<file path="src/rtl/wisc_pkg.sv">
// Shared opcode and branch-condition constants for the EX/MEM boundary logic.
// Also classifies which flags each opcode is allowed to write.
package wisc_pkg;

  localparam int DATA_W = 16;
  localparam int OP_W   = 4;

  typedef enum logic [3:0] {
    OP_ADD    = 4'b0000,
    OP_SUB    = 4'b0001,
    OP_XOR    = 4'b0010,
    OP_RED    = 4'b0011,
    OP_SLL    = 4'b0100,
    OP_SRA    = 4'b0101,
    OP_ROR    = 4'b0110,
    OP_PADDSB = 4'b0111
  } op_e;

  typedef enum logic [2:0] {
    BR_NE = 3'b000,
    BR_EQ = 3'b001,
    BR_GT = 3'b010,
    BR_LT = 3'b011,
    BR_GE = 3'b100,
    BR_LE = 3'b101,
    BR_OV = 3'b110,
    BR_UN = 3'b111
  } br_cond_e;

  typedef enum logic [1:0] {
    FLAGS_NONE = 2'b00,
    FLAGS_Z    = 2'b01,
    FLAGS_ZNV  = 2'b10
  } flag_upd_e;

  // Arithmetic ops own all three flags; logic/shift ops only touch Z.
  function automatic flag_upd_e flag_update(input logic [3:0] op);
    flag_upd_e upd;
    case (op)
      OP_ADD, OP_SUB:                 upd = FLAGS_ZNV;
      OP_XOR, OP_SLL, OP_SRA, OP_ROR: upd = FLAGS_Z;
      default:                        upd = FLAGS_NONE;
    endcase
    return upd;
  endfunction

endpackage

</file>
<file path="src/rtl/br_cond_eval.sv">
// Combinational branch-condition decode against the registered Z/N/V flags.
// No bypass from the EX stage: only committed flags are looked at.
module br_cond_eval
  import wisc_pkg::*;
(
  input  logic [2:0] cond,
  input  logic       flag_z,
  input  logic       flag_n,
  input  logic       flag_v,
  output logic       taken
);

  always_comb begin
    taken = 1'b0;
    case (br_cond_e'(cond))
      BR_NE:   taken = ~flag_z;
      BR_EQ:   taken = flag_z;
      BR_GT:   taken = ~flag_z & ~flag_n;
      BR_LT:   taken = flag_n;
      BR_GE:   taken = flag_z | (~flag_z & ~flag_n);
      BR_LE:   taken = flag_n | flag_z;
      BR_OV:   taken = flag_v;
      BR_UN:   taken = 1'b1;
      default: taken = 1'b0;
    endcase
  end

endmodule

</file>
<file path="src/rtl/ex_flag_stage.sv">
// EX/MEM pipeline register plus Z/N/V flag register fed by the saturating add/sub unit.
// Branch condition is evaluated combinationally from the registered flags.
module ex_flag_stage
  import wisc_pkg::*;
#(
  parameter int WIDTH = DATA_W,
  parameter int OPW   = OP_W
) (
  input  logic             clk,
  input  logic             rst_n,
  input  logic             ex_valid,
  input  logic [OPW-1:0]   ex_op,
  input  logic [WIDTH-1:0] ex_sum,
  input  logic             ex_ovfl,
  input  logic             stall,
  input  logic             flush,
  output logic             mem_valid,
  output logic [WIDTH-1:0] mem_result,
  output logic             flag_z,
  output logic             flag_n,
  output logic             flag_v,
  input  logic [2:0]       br_cond,
  output logic             br_taken
);

  logic             mem_valid_reg;
  logic [WIDTH-1:0] mem_result_reg;
  logic             flag_z_reg, flag_n_reg, flag_v_reg;
  logic             flag_z_next, flag_n_next, flag_v_next;
  logic             capture;

  assign capture = ex_valid & ~stall & ~flush;

  always_comb begin
    flag_z_next = flag_z_reg;
    flag_n_next = flag_n_reg;
    flag_v_next = flag_v_reg;
    if (capture) begin
      case (flag_update(ex_op))
        FLAGS_ZNV: begin
          flag_z_next = (ex_sum == '0);
          flag_n_next = ex_sum[WIDTH-1];
          flag_v_next = ex_ovfl;
        end
        FLAGS_Z: flag_z_next = (ex_sum == '0);
        default: ;
      endcase
    end
  end

  // Flush outranks stall: a squashed slot must not reach MEM even while stalled.
  always_ff @(posedge clk or negedge rst_n) begin
    if (!rst_n) begin
      mem_valid_reg  <= 1'b0;
      mem_result_reg <= '0;
      flag_z_reg     <= 1'b0;
      flag_n_reg     <= 1'b0;
      flag_v_reg     <= 1'b0;
    end else begin
      if (flush) begin
        mem_valid_reg <= 1'b0;
      end else if (!stall) begin
        mem_valid_reg <= ex_valid;
        if (ex_valid) mem_result_reg <= ex_sum;
      end
      flag_z_reg <= flag_z_next;
      flag_n_reg <= flag_n_next;
      flag_v_reg <= flag_v_next;
    end
  end

  assign mem_valid  = mem_valid_reg;
  assign mem_result = mem_result_reg;
  assign flag_z     = flag_z_reg;
  assign flag_n     = flag_n_reg;
  assign flag_v     = flag_v_reg;

  br_cond_eval u_br_cond_eval (
    .cond   (br_cond),
    .flag_z (flag_z_reg),
    .flag_n (flag_n_reg),
    .flag_v (flag_v_reg),
    .taken  (br_taken)
  );

endmodule

</file>
<file path="config.mk">
export PLATFORM = sky130hd
export DESIGN_NAME = ex_flag_stage
export DESIGN_NICKNAME = d
export VERILOG_FILES = /design/src/rtl/wisc_pkg.sv /design/src/rtl/br_cond_eval.sv /design/src/rtl/ex_flag_stage.sv
export SDC_FILE = /design/constraint.sdc
export NUM_CORES = 1
export LEC_CHECK = 0
export ABC_CLOCK_PERIOD_IN_PS = 2400
export CELL_PAD_IN_SITES_DETAIL_PLACEMENT = 0
export CELL_PAD_IN_SITES_GLOBAL_PLACEMENT = 2
export CORE_UTILIZATION = 24
export CTS_CLUSTER_SIZE = 24
export DETAILED_ROUTE_END_ITERATION = 6
export GPL_TIMING_DRIVEN = 1
export PLACE_DENSITY_LB_ADDON = 0.1
export SYNTH_ARGS = -nofsm -noshare
export SYNTH_HDL_FRONTEND = slang
export SYNTH_HIERARCHICAL = 1
export SYNTH_SLANG_ARGS = --single-unit
</file>
<file path="constraint.sdc">
create_clock -name clk -period 2.4 [get_ports clk]
set_input_delay 0.24 -clock clk [delete_from_list [all_inputs] [get_ports clk]]
set_output_delay 0.24 -clock clk [all_outputs]
set_load 0.005 [all_outputs]
</file>
# Word-level counts from Yosys, hierarchy flattened
# Index checks and enable logic that the tools add are counted.
# classes
eq_ne	15
bitwise	9
n_reduce_logical	9
n_mux	5
# op_table
op	count
$logic_not A16 Y1	1
$eq A3 B3 Y1 const B	4
$eq A4 B3 Y1 const B	3
$pmux W1 S8	1
$eq A3 B2 Y1 const B	2
$eq A4 B1 Y1 const B	1
$eq A4 B2 Y1 const B	1
$logic_not A4 Y1	1
$not A1 Y1	4
$pmux W2 S2	1
$reduce_and A2 Y1	2
$reduce_or A2 Y1	2
$reduce_or A4 Y1	1
$and A1 B1 Y1	3
$eq A3 B1 Y1 const B	1
$logic_not A3 Y1	1
$reduce_and A3 Y1	1
$eq A2 B1 Y1 const B	1
$eq A2 B2 Y1 const B	1
$mux W1	2
$mux W2	1
$ne A2 B1 Y1 const B	1
$or A1 B1 Y1	2
# word_totals
out_inout_bits	21
in_bits	29
reg_bits	20
elab_cells	43

# Logic depth before layout (Yosys ltp)
# logic_depth
depth_word	7
ltp_mapped	7

# Hierarchy
# Netlist, hierarchy kept.
# modules_own_cells
module	area_per_inst_um2	cells_per_inst	seq_area_each_um2	n_inst
ex_flag_stage	838.3	56	500.5	1
br_cond_eval	76.3	11	0.0	1

# Worst setup path after synthesis
# OpenSTA, ideal clock, no wires.
# synth_timing
kind	input-to-reg
from	input port ex_op[1]
to	register flag_z_reg, in the netlist flag_z
n_path_buf	0
setup_ps	126
path_stages	6
slack_ps	942
arrival_ps	1332
path_cell_list	mux2i_1 > nand2b_1 > ha_1 > or4b_1 > nand2_1 > o21ai_0
# synth_between
elab_chain_len	7
elab_cells_between_ends	14
# synth_rtl
element	line_no	rtl
from (decl)	ex_flag_stage.sv:12	input logic [OPW-1:0] ex_op,
$eq A4 B2 Y1, or another cell as far along	wisc_pkg.sv:39	case (op)
$reduce_or A4 Y1 or $reduce_or A2 Y1 (tied branches)	wisc_pkg.sv:39	
$pmux W2 S2 *	wisc_pkg.sv:39	
$mux W2 *	ex_flag_stage.sv:38	if (capture) begin
$eq A2 B2 Y1 or $eq A2 B1 Y1 (tied branches)	ex_flag_stage.sv:39	case (flag_update(ex_op))
$reduce_or A2 Y1 (no source line) *	--	
$reduce_and A2 Y1 (no source line) *	--	
to (signal assigned)	ex_flag_stage.sv:66	flag_z_reg <= flag_z_next;
to (decl)	ex_flag_stage.sv:28	logic flag_z_reg, flag_n_reg, flag_v_reg;
# Mark *: on every way between the ends. The rest lies on a longest branch, timed or not. The select of a mux whose other input is x is not followed.
# A chain may end at the register's enable or synchronous reset.

# Final worst setup path
# layout_timing
from	input port br_cond[0]
to	output port br_taken
# layout_between
elab_chain_len	2
elab_cells_between_ends	9
# layout_rtl
element	line_no	rtl
from (decl)	ex_flag_stage.sv:22	input logic [2:0] br_cond,
$eq A3 B3 Y1, or another cell as far along	br_cond_eval.sv:15	case (br_cond_e'(cond))
$pmux W1 S8 *	br_cond_eval.sv:15	
to (decl)	ex_flag_stage.sv:23	output logic br_taken
# Mark *: on every way between the ends. The rest lies on a longest branch, timed or not.

==> flow_summary.json <==
{
  "status": "completed",
  "period_minus_slack_ns": 1.980,
  "place_inst": 165,
  "fillers": 356,
  "yosysWarnings": 6,
  "drc": 0,
  "cts_hold_buffers": 0,
  "postPlaceCellArea_um2": 1469,
  "ctsLongestPathBuffers": 2,
  "post-dp-hpwl_um": 1622,
  "drt_iter0_drc": 30,
  "die_h_um": 63.73,
  "clk_root_buffer_cell": "clkbuf_8",
  "critical_path.max_fanout": 5,
  "worstPathCellList": "clkdlybuf4s50_1 -> nor2b_2 -> mux2i_1 -> o31a_1 -> o21a_1 -> clkdlybuf4s50_1",
  "synth_top_area_share_pct": 54.72,
  "clk_latency_ns": 0.25,
  "setup.worst_path.end_class": "primary output",
  "reg2reg_to": "flag_n$_DFFE_PN0P_",
  "critPathArrivalTime_ns": 1.74,
  "fmax_mhz": 505.0,
  "syn_inst": 67,
  "synth_ff_type": "dfrtp_1",
  "skew_ns": 0,
  "slew-limit-headroom_pct": 74.84,
  "rsz0062_at_grt": "false",
  "dr.pass1.iters": 2,
  "ctsResizeCount": 0,
  "start_util_pct": 24.98,
  "async_flop_share_pct": 100.0,
  "powerDensity_nw_per_um2": 602.7,
  "swShare_pct": 22.66,
  "track_usage_pct": 11.13,
  "drive_above_1_share_pct": 20.83,
  "cts.sinks": 20,
  "post_cts_buffers": 0,
  "ant_nets": 0,
  "rows": 22,
  "reg2regPathDepth": 1,
  "insertedDiodeCount": 0,
  "vias_per_cell": 4.387,
  "drv_slew": 0,
  "wl_per_cell_um": 11.95,
  "numPortBuffers": 49,
  "syn_area_um2": 914.6,
  "cp.required_ns": 2.16,
  "largest_reg_flops": 16,
  "ios": 50,
  "seq_area_frac_synth_pct": 54.72,
  "critPathMaxStageDelay_ns": 0.49,
  "synth_nets": 97,
  "grt_pass1_vias": 785,
  "grt_overflow": 0,
  "p_int_w": 0.0007039,
  "power_frac_seq_pct": 46.8,
  "synth_enable_flop_cells": 0,
  "p_switching_w": 0.0002062,
  "maxCapViolations": 0,
  "cpMostUsedCell": "clkdlybuf4s50_1",
  "finalNetCount": 152,
  "h-tree-depth": 1,
  "final_area_um2": 1510,
  "antenna_found_initial": 0,
  "syn_to_final_growth_pct": 65.12,
  "die_w_um": 63.73,
  "grt_pass1_wl_um": 3443,
  "cts_tree": "done",
  "setup_viol": 0,
  "hold_path_class": "in -> async",
  "crit_path_start_kind": "primary input",
  "hold_viol_final": 0,
  "synth.area.top_cells": "dfrtp_1, mux2_2, mux2i_1",
  "gp_congestion": 0.6644,
  "p_comb_share_pct": 29.8,
  "dieArea_um2": 4062,
  "instances_no_fill": 168,
  "utilization_pct": 41.25,
  "r2r-start": "flag_n$_DFFE_PN0P_",
  "fin_crit_sh_pct": 82.52,
  "ys_ff_latch": 20,
  "grt_max_degree": 21,
  "crit_type": "in -> out",
  "tightest_slew_ns": 0.3740,
  "num_vias": 737,
  "p_clk_share_pct": 23.3,
  "fin_total_pwr_w": 0.0009102,
  "peakVddDrop_v": 0.0002789,
  "synth_top_area_cell": "dfrtp_1",
  "cp_slowest_cell": "clkdlybuf4s50_1",
  "core_area_um2": 3661,
  "avgSynthCellArea_um2": 13.65,
  "p_leak_nw": 0.6104,
  "cts.clk_slew.worst_paths_ns": 0.07,
  "cts-buffers-inserted": 3,
  "fin_setup_tns_ns": 0,
  "wirelength_um": 2007,
  "synth_cell_types": 20,
  "ff2ff_setup_slack_ns": 1.59
}
==> stage by stage <==
| stage | setup slack, ns | hold slack (ns) |
|---|---|---|
| 2_1_floorplan | 0.9421 | -0.05559 |
| 5_1_grt | 0.3153 | 0.3310 |
| 3_3_place_gp | 0.3818 | 0.4896 |
| 4_1_cts | 0.4086 | 0.3232 |
| 3_5_place_dp | 0.3424 | 0.4941 |
| 6_report | 0.4196 | 0.3162 |
==> final cells by class <==
cell class | instances | area (µm²) | area share (%)
multi-input combinational | 44 | 395.4 | 26.18
timing repair buffer | 51 | 505.5 | 33.47
clock buffer | 3 | 41.29 | 2.734
sequential | 20 | 500.5 | 33.14
inverter | 2 | 7.507 | 0.4971
tap | 48 | 60.06 | 3.977
==> worst max path at each step <==
stage	from	endpoint	slack, ns	cells past startpoint
after global routing	br_cond[0]	br_taken	0.32	6
after CTS	br_cond[0]	br_taken	0.41	6
after global placement	ex_op[1]	flag_z$_DFFE_PN0P_	0.38	7
after floorplan	ex_op[1]	flag_z$_DFFE_PN0P_	0.94	6
after detailed placement	ex_op[1]	flag_z$_DFFE_PN0P_	0.34	7
final	br_cond[0]	br_taken	0.42	6
==> metal layers <==
metal / wire length, µm / vias up / track usage [%]
met1: 844 / 355 / 12.28
met2: 987 / 27 / 19.02
met5: 0 / - / 0
li1: - / 353 / -
met3: 156 / 2 / 3.393
met4: 19 / 0 / 5.966
==> cells in the final DEF, fill, tap and decap left out, types with 2 or more instances in the layout <==
| cell | netlist | layout |
|---|---|---|
| dfrtp_1 | 20 | 20 |
| inv_1 | 2 | 2 |
| mux2_2 | 18 | 18 |
| nor4_1 | 4 | 4 |
| buf_4 | 0 | 2 |
| nand2_1 | 3 | 3 |
| clkbuf_8 | 0 | 3 |
| o21ai_0 | 2 | 2 |
| clkdlybuf4s50_1 | 0 | 49 |
| nand2b_1 | 2 | 2 |
| mux2i_1 | 4 | 4 |
==> power groups by stage <==
stage                logic, W  clock network [W]  registers, W
floorplan           0.0000772                  0      0.000436
global placement     0.000274                  0      0.000433
CTS                  0.000277           0.000226      0.000428
detailed placement   0.000276                  0      0.000434
global route         0.000294           0.000251      0.000436
finish               0.000272           0.000212      0.000426
==> critical path: cells and delay by family <==
kind            cells  cell delay, ns
mux                 1            0.08
simple gates        1            0.16
buf+inv             2            0.92
compound gates      2            0.34
==> synth_stat cells, drive strengths merged, types with 2 or more instances <==
master	n
nand2	3
nor4	4
mux2i	4
nand2b	2
o21ai	2
mux2	18
inv	2
dfrtp	20
==> logic make-up (layout without fill, tap and decap cells) <==
family,Yosys count,count (layout),synth area share [%]
DFF,20,20,54.72
AOI/OAI and AO/OA,5,5,3.420
adders and majority gates,1,1,1.368
buffers and inverters,3,56,2.052
muxes,22,22,26.54
and+or+nand+nor,16,16,11.90
No activity file was read; power rests on OpenSTA's default activity.
